<file path="src/rtl/lwc_pdi_sender.sv">
// lwc_pdi_sender
// Formats one LWC command into a public-data-input word stream: an
// instruction word, then header + data segments for the nonce, the
// associated data, the message and, for decryption, the tag.
// Payload words come from the src stream and pass straight through
// (combinationally) during the data segments.
//
// Handshake rule on every stream (cmd, src, pdi): a word is transferred
// in a cycle where valid && ready are both high at the rising clock edge.
// A producer does not change data while valid is high and ready is low.
//
// Optional feature: define LWC_PDI_ZERO_PAD_EN to zero the unused
// trailing bytes of the final partial AD/MSG word (valid bytes are
// MSB-aligned). Without it, src_data passes through unmodified.
//
// fsm_state exposes the current state encoding for observation.

module lwc_pdi_sender #(
    parameter int BUSW = 32
) (
    input  logic            clk,
    input  logic            rst,
    input  logic            cmd_valid,
    output logic            cmd_ready,
    input  logic            cmd_decrypt,
    input  logic [15:0]     ad_len,
    input  logic [15:0]     msg_len,
    input  logic [BUSW-1:0] src_data,
    input  logic            src_valid,
    output logic            src_ready,
    output logic [BUSW-1:0] pdi_data,
    output logic            pdi_valid,
    input  logic            pdi_ready,
    output logic            done,
    output logic [3:0]      fsm_state
);

    localparam logic [3:0] S_IDLE     = 4'd0;
    localparam logic [3:0] S_INST     = 4'd1;
    localparam logic [3:0] S_NPUB_HDR = 4'd2;
    localparam logic [3:0] S_NPUB_DAT = 4'd3;
    localparam logic [3:0] S_AD_HDR   = 4'd4;
    localparam logic [3:0] S_AD_DAT   = 4'd5;
    localparam logic [3:0] S_MSG_HDR  = 4'd6;
    localparam logic [3:0] S_MSG_DAT  = 4'd7;
    localparam logic [3:0] S_TAG_HDR  = 4'd8;
    localparam logic [3:0] S_TAG_DAT  = 4'd9;

    logic [3:0]  state;
    logic        dec_r;
    logic [15:0] ad_len_r;
    logic [15:0] msg_len_r;
    logic [14:0] cnt;          // words still to transfer in the current DAT state

    logic [16:0] ad_sum;
    logic [16:0] msg_sum;
    logic [14:0] ad_words;
    logic [14:0] msg_words;
    logic        hs;
    logic        last_word;
    logic        in_dat;
    logic [31:0] dat_word;

    // Header word: type, reserved bit, EOI, EOT, Last, reserved byte, length.
    function automatic logic [31:0] hdr(input logic [3:0] t, input logic eoi,
                                        input logic eot, input logic last,
                                        input logic [15:0] len);
        return {t, 1'b0, eoi, eot, last, 8'h00, len};
    endfunction

    // Word counts are computed in 17 bits so len=16'hFFFF yields 16384.
    always_comb begin
        ad_sum    = {1'b0, ad_len_r} + 17'd3;
        msg_sum   = {1'b0, msg_len_r} + 17'd3;
        ad_words  = ad_sum[16:2];
        msg_words = msg_sum[16:2];
    end

    assign hs        = pdi_valid && pdi_ready;
    assign last_word = (cnt == 15'd1);
    assign in_dat    = (state == S_NPUB_DAT) || (state == S_AD_DAT) ||
                       (state == S_MSG_DAT)  || (state == S_TAG_DAT);
    assign cmd_ready = (state == S_IDLE);
    assign fsm_state = state;

`ifdef LWC_PDI_ZERO_PAD_EN
    logic [1:0]  pad_len;
    logic [31:0] pad_mask;

    // Mask off trailing bytes of the final partial AD/MSG word.
    always_comb begin
        pad_len  = (state == S_AD_DAT) ? ad_len_r[1:0] : msg_len_r[1:0];
        pad_mask = 32'hFFFF_FFFF;
        if (((state == S_AD_DAT) || (state == S_MSG_DAT)) && last_word) begin
            case (pad_len)
                2'd1:    pad_mask = 32'hFF00_0000;
                2'd2:    pad_mask = 32'hFFFF_0000;
                2'd3:    pad_mask = 32'hFFFF_FF00;
                default: pad_mask = 32'hFFFF_FFFF;
            endcase
        end
        dat_word = src_data & pad_mask;
    end
`else
    assign dat_word = src_data;
`endif

    // Output mux: instruction/header words are held from registered state,
    // data states forward the src stream combinationally.
    always_comb begin
        pdi_valid = 1'b0;
        pdi_data  = '0;
        src_ready = 1'b0;
        case (state)
            S_INST: begin
                pdi_valid = 1'b1;
                pdi_data  = {3'b001, dec_r, 28'h0};
            end
            S_NPUB_HDR: begin
                pdi_valid = 1'b1;
                pdi_data  = hdr(4'hD, (ad_len_r == 16'd0) && (msg_len_r == 16'd0),
                                1'b1, 1'b0, 16'd16);
            end
            S_AD_HDR: begin
                pdi_valid = 1'b1;
                pdi_data  = hdr(4'h1, msg_len_r == 16'd0, 1'b1, 1'b0, ad_len_r);
            end
            S_MSG_HDR: begin
                pdi_valid = 1'b1;
                pdi_data  = hdr(dec_r ? 4'h5 : 4'h4, 1'b1, 1'b1, !dec_r, msg_len_r);
            end
            S_TAG_HDR: begin
                pdi_valid = 1'b1;
                pdi_data  = hdr(4'h8, 1'b1, 1'b1, 1'b1, 16'd16);
            end
            default: begin
                if (in_dat) begin
                    pdi_valid = src_valid;
                    pdi_data  = dat_word;
                    src_ready = pdi_ready;
                end
            end
        endcase
    end

    // done marks acceptance of the final word of the command.
    always_comb begin
        done = 1'b0;
        if (hs) begin
            if ((state == S_MSG_HDR) && !dec_r && (msg_words == 15'd0))
                done = 1'b1;
            else if ((state == S_MSG_DAT) && !dec_r && last_word)
                done = 1'b1;
            else if ((state == S_TAG_DAT) && last_word)
                done = 1'b1;
        end
    end

    // Command sequencer; reset overrides any handshake in the same cycle.
    always_ff @(posedge clk) begin
        if (rst) begin
            state     <= S_IDLE;
            dec_r     <= 1'b0;
            ad_len_r  <= 16'd0;
            msg_len_r <= 16'd0;
            cnt       <= 15'd0;
        end else begin
            case (state)
                S_IDLE: begin
                    if (cmd_valid) begin
                        dec_r     <= cmd_decrypt;
                        ad_len_r  <= ad_len;
                        msg_len_r <= msg_len;
                        state     <= S_INST;
                    end
                end
                S_INST: if (hs) state <= S_NPUB_HDR;
                S_NPUB_HDR: begin
                    if (hs) begin
                        cnt   <= 15'd4;
                        state <= S_NPUB_DAT;
                    end
                end
                S_NPUB_DAT: begin
                    if (hs) begin
                        cnt <= cnt - 15'd1;
                        if (last_word) state <= S_AD_HDR;
                    end
                end
                S_AD_HDR: begin
                    if (hs) begin
                        cnt   <= ad_words;
                        state <= (ad_words == 15'd0) ? S_MSG_HDR : S_AD_DAT;
                    end
                end
                S_AD_DAT: begin
                    if (hs) begin
                        cnt <= cnt - 15'd1;
                        if (last_word) state <= S_MSG_HDR;
                    end
                end
                S_MSG_HDR: begin
                    if (hs) begin
                        cnt <= msg_words;
                        if (msg_words != 15'd0) state <= S_MSG_DAT;
                        else                    state <= dec_r ? S_TAG_HDR : S_IDLE;
                    end
                end
                S_MSG_DAT: begin
                    if (hs) begin
                        cnt <= cnt - 15'd1;
                        if (last_word) state <= dec_r ? S_TAG_HDR : S_IDLE;
                    end
                end
                S_TAG_HDR: begin
                    if (hs) begin
                        cnt   <= 15'd4;
                        state <= S_TAG_DAT;
                    end
                end
                S_TAG_DAT: begin
                    if (hs) begin
                        cnt <= cnt - 15'd1;
                        if (last_word) state <= S_IDLE;
                    end
                end
                default: state <= S_IDLE;
            endcase
        end
    end

endmodule

</file>
<file path="config.mk">
export PLATFORM = sky130hd
export DESIGN_NAME = lwc_pdi_sender
export DESIGN_NICKNAME = d
export VERILOG_FILES = /design/src/rtl/lwc_pdi_sender.sv
export SDC_FILE = /design/constraint.sdc
export NUM_CORES = 1
export LEC_CHECK = 0
export ABC_AREA = 1
export BUFFER_PORTS_ARGS = -buffer_cell sky130_fd_sc_hd__buf_2
export CAP_MARGIN = 20
export CORE_MARGIN = 3
export CORE_UTILIZATION = 25
export CTS_BUF_LIST = sky130_fd_sc_hd__clkbuf_16
export CTS_CLUSTER_SIZE = 25
export DETAILED_ROUTE_END_ITERATION = 16
export REMOVE_ABC_BUFFERS = 1
export SLEW_MARGIN = 25
export SYNTH_ARGS = -nofsm -noshare
export SYNTH_HDL_FRONTEND = slang
export SYNTH_SLANG_ARGS = --single-unit
export TNS_END_PERCENT = 10
</file>
<file path="constraint.sdc">
create_clock -name clk -period 4.2 [get_ports clk]
set_input_delay 0 -clock clk [delete_from_list [all_inputs] [get_ports clk]]
set_output_delay 0 -clock clk [all_outputs]
set_load 0.02 [all_outputs]
</file>
==> results.cfg, run 1 <==
[place]
dp.cells = 941
portBuffers = 109
dp_hpwl_um = 10500
gp_congestion = 0.889
dpl_cell_area_mm2 = 0.00453
place_ws_ns = 1.90

[timing]
worst_slack_ns = 1.81
slew_headroom_pct = 58.8
finClkSkew_ns = 0.0131
period_share_pct = 56.8
slew_viol_final = 0
holdWs_ns = -0.0168
finalCriticalPeriod_ns = 2.39
final.setup.tns_ns = 0
setup_violations = 0
worst_pin_slew_ns = 0.618
rsz0062_at_grt = false
max_freq_mhz = 419
hold_violations = 1

[worst_setup_path]
cpMaxStageDelayCell = dfxtp_1
start_kind = flip-flop
cp_common_cell = nor2_1
end_kind = output pin
cp_top_family = simple AND/OR/NAND/NOR gates
path_class = reg2out
cp_data_arrival_time_ns = 2.39
worstPathCellList = inv_1 -> nor2_1 -> nand2_1 -> nor2_4 -> inv_2 -> nor2_1 -> nor3_1 -> o211ai_1 -> buf_2
reg2reg_slack_ns = 1.91
path_max_fanout = 19
critPathBufInv = 3
critical_path_required_ns = 4.20
max_stage_delay_ns = 0.47

[grt]
grt_pass1_wl_um = 22600
antenna_found_initial = 0
overflow = 0
grt_usage_pct = 16.8
grt_max_degree = 42
grt_pass1_vias = 4502

[cells_and_area]
antennaDiodeCount = 0
finalInstanceArea_mm2 = 0.00495
drive_above_1_share_pct = 17.9
final_util_pct = 33.4
area_growth_syn_to_layout_pct = 28.7
instances_no_fill = 976
nets = 863

[synthesis]
ys_ff_latch = 52
ys.flop_type = dfxtp_1
yosysTopAreaCell = dfxtp_1
synth_mux_area_share_pct = 0
synth_compound_area_share_pct = 18.1
synthSimpleGateAreaFrac_pct = 42.5
ys_seq_area_share_pct = 27.1
synth_top_area_share_pct = 27.1
synthArstFlopShare_pct = 0
synth_cell_types = 31
syn-mean-instance-area_um2 = 5.75
yosys.area_share.xor_xnor_pct = 0.228
synth_top_family_by_area = simple AND/OR/NAND/NOR gates
synthTopCellsByArea = dfxtp_1 (27%), nand2_1 (18%), nand3_1 (9.8%)
synth.most_common_cell = nand2_1
synth-adder-area-share_pct = 0.651
syn_area_mm2 = 0.00385
synth_warnings = 0
synth_common_cells = nand2_1 (184), nor2_1 (82), inv_1 (81)
synth_cells = 669
synth_edf_count = 0

[clock_tree]
cts_root_buf = clkbuf_16
cts_buffer_depth = 2
numClockSinks = 52
h-tree-depth = 2
cts_buffers = 5
worstSkewPairLatency_ns = 0.32
clk_pin_slew_worst_paths_ns = 0.08
cts-resized-gates = 0
tritoncts = built

[pwr]
peakVddDrop_mv = 0.229
power-per-cell-area_mw_per_mm2 = 442
power_leakage_nw = 2.42
p_total_mw = 2.19

[die]
die_area_mm2 = 0.0169
dieWidth_um = 130
start_util_pct = 26.0
core_mm2 = 0.0148
rows = 44
die_h_um = 130
pin_count = 110

[job]
maxCapViolations = 0

[route]
drt_iter0_drc = 370
wirelength_um = 13900
drt-wirelength-per-cell_um = 14.3
drt_pass1_iterations = 7
via_per_inst = 4.87
vias = 4756
drc = 0
final_antenna_net_count = 0

[worst_hold_path]
hp-class = in2reg

[run_status]
status = finished with violations
violations = hold timing
==> logic make-up after synthesis <==
family,after synthesis
simple gates,379
compound gates,124
buf+inv,111
flops,52
fa+ha+maj,2
xor+xnor,1
==> timing repair <==
item                                   4_1_cts  5_1_grt
buffers inserted                             0        0
hold buffers                                27        0
endpoints found under the hold margin       27        0
==> worst register-to-register path: stages, from the launching register on <==
cell and delay, ns:
dfxtp_1 0.49, inv_2 0.09, nor2_2 0.12, nand2_1 0.09
nand2_1 0.10, buf_4 0.40, nand2_1 0.13, nand2_2 0.12
nand3_4 0.21, clkinv_2 0.25, o21ai_0 0.12, nor2_1 0.11
==> report_power, final <==
| part | internal (mW) | switching (mW) |
|---|---|---|
| clock | 0.226 | 0.219 |
| combinational | 0.331 | 0.712 |
| sequential | 0.591 | 0.111 |
| total | 1.15 | 1.04 |
==> per-layer routing <==
metal	wire (um)	vias to the layer above	track usage, %
li1	-	2431	-
met1	6630	2125	23.7
met2	6030	193	26.1
met3	1150	7	4.22
met4	132	0	3.24
met5	0	-	0
==> placed cells by master (no fill, tap or decap), drive strengths merged <==
cell,count
nand2,186
o2111ai,1
nand4,17
clkinv,1
dfxtp,52
nor3,6
a21oi,54
o21bai,1
clkinvlp,1
o211ai,3
a21boi,1
o21ai,48
dlygate4sd3,27
and2,1
nor2,89
nand3,77
xor2,1
inv,89
or2,3
buf,111
clkbuf,5
o221ai,15
a2bb2oi,1
ha,2
==> path summary, 6_finish.rpt <==
path / start / end / depth (start not counted)
min: ad_len[3] / ad_len_r[3]$_SDFFE_PP0P_ / 3
min reg2reg: cnt[12]$_SDFFE_PP0P_ / cnt[12]$_SDFFE_PP0P_ / 2
max reg2reg: fsm_state[3]$_SDFFE_PP0P_ / cnt[1]$_SDFFE_PP0P_ / 11
max: fsm_state[1]$_SDFFE_PP0P_ / pdi_data[28] / 9
==> sequential cells by signal, summed over array words and instances (netlist names) <==
name       cells
cnt           15
fsm_state      4
dec_r          1
msg_len_r     16
ad_len_r      16
==> final cells by class <==
cell class / count / area [um^2]
Clock buffer: 5 / 125
Timing Repair Buffer: 138 / 831
Clock inverter: 3 / 25.0
Multi-Input combinational cell: 506 / 2370
Tap cell: 184 / 230
Inverter: 88 / 332
Fill cell: 1670 / 9860
Sequential cell: 52 / 1040
(Power assumes the default switching activity.)
==> run 2: changes to the inputs <==
--- a/config.mk
+++ b/config.mk
@@ -5,7 +5,7 @@
 export SDC_FILE = /design/constraint.sdc
 export NUM_CORES = 1
 export LEC_CHECK = 0
-export ABC_AREA = 1
+export ABC_AREA = 0
 export BUFFER_PORTS_ARGS = -buffer_cell sky130_fd_sc_hd__buf_2
 export CAP_MARGIN = 20
 export CORE_MARGIN = 3
==> constraint.sdc (replaced) <==
create_clock -name clk -period 2.4 [get_ports clk]
set_input_delay 0 -clock clk [delete_from_list [all_inputs] [get_ports clk]]
set_output_delay 0 -clock clk [all_outputs]
set_load 0.02 [all_outputs]
==> run 2 against run 1 <==
Setup slack worse by 1.7 ns. Die area is 3.8% lower. Utilization increased by 1.6 points. Sequential share of layout area is essentially flat. Clock power rose by 54%. Global-route usage fell by 1.5 points. Critical path type unchanged. Non-clock buffer count rose by 24. Area after synthesis decreased by 4.0%. Clock skew fell by 0.0090 ns. Wire length is 10% lower. Critical endpoint is now done. The run now ends clean. Sequential power grew 100%. Final area barely moved.
==> results.cfg, run 2 <==
[run_status]
status = complete, no violations

[route]
vias = 4217
drt_iter0_drc = 376
via_per_inst = 5.17
final_antenna_net_count = 0
drc = 0
drt-wirelength-per-cell_um = 15.3
drt_pass1_iterations = 6
wirelength_um = 12500

[synthesis]
synthArstFlopShare_pct = 0
synth_mux_area_share_pct = 0.576
synthSimpleGateAreaFrac_pct = 26.9
synth-adder-area-share_pct = 0.678
syn_area_mm2 = 0.00369
synth_cell_types = 62
syn-mean-instance-area_um2 = 7.25
synth_warnings = 0
ys.flop_type = dfxtp_1
synth_cells = 509
synth_compound_area_share_pct = 27.8
synth_top_area_share_pct = 28.2
yosys.area_share.xor_xnor_pct = 8.07
yosysTopAreaCell = dfxtp_1
synth_common_cells = nand2_1 (92), dfxtp_1 (52), a21oi_1 (50)
ys_ff_latch = 52
synth.most_common_cell = nand2_1
synth_edf_count = 0
ys_seq_area_share_pct = 28.2
synthTopCellsByArea = dfxtp_1 (28%), nand2_1 (9.4%), a21oi_1 (6.8%)
synth_top_family_by_area = compound AO/OA/AOI/OAI gates

[timing]
final.setup.tns_ns = 0
max_freq_mhz = 438
worst_slack_ns = 0.117
period_share_pct = 95.1
slew_viol_final = 0
rsz0062_at_grt = false
slew_headroom_pct = 51.5
setup_violations = 0
worst_pin_slew_ns = 0.726
holdWs_ns = 0.131
hold_violations = 0
finClkSkew_ns = 0.00413
finalCriticalPeriod_ns = 2.28

[grt]
grt_pass1_vias = 4066
grt_max_degree = 37
grt_pass1_wl_um = 20800
antenna_found_initial = 0
grt_usage_pct = 15.3
overflow = 0

[clock_tree]
clk_pin_slew_worst_paths_ns = 0.07
worstSkewPairLatency_ns = 0.29
numClockSinks = 52
tritoncts = built
cts_root_buf = clkbuf_16
cts-resized-gates = 0
h-tree-depth = 2
cts_buffer_depth = 2
cts_buffers = 5

[cells_and_area]
finalInstanceArea_mm2 = 0.00495
layout_common_cells = buf_2 (109), nand2_1 (92), dfxtp_1 (52)
instances_no_fill = 816
seqCellArea_mm2 = 0.00104
drive_above_1_share_pct = 22.8
area_growth_syn_to_layout_pct = 34.2
final_util_pct = 35.0
layout_commonest_cell = buf_2
n_fill_cell = 1499
largestRegisters = ad_len_r (16), msg_len_r (16), cnt (15)
multi_input_area_mm2 = 0.00239
antennaDiodeCount = 0
nets = 708

[pwr]
peakVddDrop_mv = 0.334
power-per-cell-area_mw_per_mm2 = 980
power_leakage_nw = 2.12
p_total_mw = 4.85

[die]
die_h_um = 128
core_mm2 = 0.0141
start_util_pct = 26.1
rows = 43
pin_count = 110
dieWidth_um = 128
die_area_mm2 = 0.0163

[place]
gp_congestion = 0.844
place_ws_ns = 0.353
portBuffers = 109
dpl_cell_area_mm2 = 0.00449
dp_hpwl_um = 9070
dp.cells = 776

[worst_setup_path]
cp_common_cell = o21ai_0
reg2reg_slack_ns = 0.34
max_stage_delay_ns = 0.57
critical_path_required_ns = 2.40
cpMaxStageDelayCell = or3b_2
path_max_fanout = 11
worstPathCellList = buf_4 -> or3b_2 -> o21ai_0 -> nand2_1 -> o21ai_0 -> and3_1 -> buf_2
reg2regPathDepth = 6
path_class = reg2out
start_kind = flip-flop
cp_data_arrival_time_ns = 2.28
end_kind = output pin

[job]
maxCapViolations = 0

[worst_hold_path]
hp-class = in2reg
min_path_cells = 2
==> run 2: timing repair <==
| item | CTS | global route |
|---|---|---|
| setup buffers | 0 | 0 |
| endpoints found under the hold margin | 33 | 0 |
| hold buffers | 33 | 0 |
==> run 2: power by group <==
| part | leakage [nW] | switching [mW] | total, mW | internal [mW] |
|---|---|---|---|---|
| combinational | 1.63 | 1.61 | 2.74 | 1.14 |
| sequential | 0.425 | 0.349 | 1.42 | 1.08 |
| clock | 0.0648 | 0.312 | 0.686 | 0.374 |
| total | 2.12 | 2.27 | 4.85 | 2.59 |
==> run 2: cells by family (layout without fill, tap and decap cells) <==
family | count (synthesis) | count (layout)
buffers and inverters | 72 | 199
adders and majority gates | 2 | 2
and+or+nand+nor | 195 | 195
AOI/OAI and AO/OA | 152 | 152
xor gates and xnor gates | 34 | 34
muxes | 2 | 2
DFF | 52 | 52
==> run 2: path summary, 6_finish.rpt <==
kind | start | endpoint
setup / recovery | fsm_state[2]$_SDFFE_PP0P_ | done
hold / removal | rst | ad_len_r[4]$_SDFFE_PP0P_
setup reg to reg | fsm_state[3]$_SDFFE_PP0P_ | fsm_state[2]$_SDFFE_PP0P_
hold reg to reg | ad_len_r[15]$_SDFFE_PP0P_ | ad_len_r[15]$_SDFFE_PP0P_
==> run 2: area by class of cell <==
cell class / count / area share [%]
multi-input cells: 385 / 48.3
repair buffers: 162 / 21.2
flip-flops and latches: 52 / 21.0
well taps: 180 / 4.55
clock buffers: 5 / 2.53
inverters: 30 / 2.27
clock inverters: 2 / 0.152
==> run 2: critical path, delay by kind of cell, from the launching register on <==
kind / cells / cell delay, ns
DFF: 1 / 0.35
and+or+nand+nor: 3 / 0.87
buffers and inverters: 2 / 0.35
AOI/OAI and AO/OA: 2 / 0.44
==> run 2: per-layer routing <==
| metal | part of all wire [%] | track usage, % | wire [um] | vias up |
|---|---|---|---|---|
| met4 | 0.97 | 3.66 | 121 | 0 |
| met5 | 0 | 0 | 0 | - |
| met1 | 45 | 20.4 | 5610 | 1929 |
| li1 | - | - | - | 2115 |
| met3 | 6.2 | 1.92 | 773 | 10 |
| met2 | 48 | 26.4 | 5980 | 163 |
==> run 3: changes to the inputs <==
==> constraint.sdc (replaced) <==
create_clock -name clk -period 2.57 [get_ports clk]
set_input_delay 0 -clock clk [delete_from_list [all_inputs] [get_ports clk]]
set_output_delay 0 -clock clk [all_outputs]
set_load 0.02 [all_outputs]
==> run 3 against run 2 <==
Non-clock buffer count fell by 2. Total power shrank 6.6%. Critical path depth is 1 lower. Sequential share of layout area increased by 0.16 points. Die area is the same. Largest power group unchanged. Cell count shrank 0.12%. Clock-buffer cell count unchanged. Setup slack better by 0.10 ns. Utilization shrank 0.26 points. Final area shrank 0.73%. Sequential power fell by 6%.
==> results.cfg, run 3 (synthesis gave the netlist of run 2 again) <==
[clock_tree]
worstSkewPairLatency_ns = 0.30
clk_pin_slew_worst_paths_ns = 0.07
cts_root_buf = clkbuf_16
h-tree-depth = 2
cts_buffer_depth = 2
numClockSinks = 52
cts-resized-gates = 0
tritoncts = built
cts_buffers = 5

[worst_setup_path]
reg2regPathDepth = 5
r2r_start = msg_len_r[5]$_SDFFE_PP0P_
end_kind = output pin
cp_data_arrival_time_ns = 2.35
critical_path_required_ns = 2.57
path_max_fanout = 10
startpoint = fsm_state[1]$_SDFFE_PP0P_
start_kind = flip-flop
path_class = reg2out

[timing]
slew_headroom_pct = 49.8
slew_viol_final = 0
period_share_pct = 91.5
rsz0062_at_grt = false
finalCriticalPeriod_ns = 2.35
finClkSkew_ns = 0.0110
max_freq_mhz = 425
setup_violations = 0
hold_violations = 0
worst_pin_slew_ns = 0.750

[cells_and_area]
seqCellArea_mm2 = 0.00104
final_util_pct = 34.8
layout_common_cells = buf_2 (109), nand2_1 (92), dfxtp_1 (52)
largestRegisters = ad_len_r (16), msg_len_r (16), cnt (15)
layout_commonest_cell = buf_2
n_fill_cell = 1520
nets = 706
area_growth_syn_to_layout_pct = 33.2
drive_above_1_share_pct = 22.5
antennaDiodeCount = 0
multi_input_area_mm2 = 0.00239

[die]
core_mm2 = 0.0141
die_area_mm2 = 0.0163
pin_count = 110
die_h_um = 128
start_util_pct = 26.1
dieWidth_um = 128
rows = 43

[route]
final_antenna_net_count = 0
drt_pass1_iterations = 6
drc = 0
via_per_inst = 5.13
wirelength_um = 12400
drt-wirelength-per-cell_um = 15.3
drt_iter0_drc = 280
vias = 4179

[worst_hold_path]
min_path_cells = 3
worstHoldStart = rst
hp-class = in2reg

[pwr]
p_total_mw = 4.53
power-per-cell-area_mw_per_mm2 = 922
peakVddDrop_mv = 0.331
power_leakage_nw = 2.12

[place]
dp_hpwl_um = 9020
gp_congestion = 0.826
portBuffers = 109

[grt]
grt_max_degree = 42
overflow = 0
antenna_found_initial = 0
grt_pass1_vias = 3959
grt_pass1_wl_um = 20300
grt_usage_pct = 15.1

[run_status]
status = complete, no violations

[job]
maxCapViolations = 0
## run 3: critical path: stages (launching register included)
cell	delay [ns]
dfxtp_1	0.39
or3_1	0.50
and3_1	0.36
buf_4	0.25
a222oi_1	0.32
inv_1	0.07
buf_2	0.16
## run 3: power breakdown
group	switching (mW)	internal (mW)	total, mW
Sequential	0.333	1.00	1.34
Clock	0.307	0.352	0.659
Combinational	1.48	1.06	2.54
## run 3: layout make-up
type / count / area share, %
Timing Repair Buffer: 160 / 20.6
Inverter: 30 / 2.29
Clock buffer: 5 / 2.54
Multi-Input combinational cell: 385 / 48.6
Tap cell: 180 / 4.58
Sequential cell: 52 / 21.2
Clock inverter: 3 / 0.229
## run 3: what timing repair did
item                                   in CTS  in global routing
endpoints found under the hold margin      33                  0
hold buffers                               33                  0
setup buffers                               0                  0
## run 3: worst paths after layout
kind / to / slack [ns]
min reg2reg: ad_len_r[15]$_SDFFE_PP0P_ / 0.52
max: pdi_data[9] / 0.22
max reg2reg: cnt[13]$_SDFFE_PP0P_ / 0.47
min: cnt[5]$_SDFFE_PP0P_ / 0.27
## run 3: per-layer routing
layer / routed length (um) / track usage, % / part of all wire [%] / vias up
li1: - / - / - / 2108
met1: 5760 / 20.4 / 46 / 1941
met5: 0 / 0 / 0 / -
met2: 5990 / 25.5 / 48 / 121
met3: 563 / 2.05 / 4.5 / 9
met4: 133 / 3.41 / 1.1 / 0
## run 3: per-stage QoR
stage / hold slack [ns] / setup slack (ns) / std cells / TNS, ns / area, um^2
global placement: 0.245 / 0.379 / 774 / 0 / 4440
floorplan: 0.0691 / -1.07 / 467 / -27.77 / 3520
finish: 0.273 / 0.218 / 815 / 0 / 4920
global route: 0.305 / 0.0269 / 815 / 0 / 4920
detailed placement: 0.246 / 0.493 / 774 / 0 / 4450
CTS: 0.284 / 0.206 / 815 / 0 / 4920
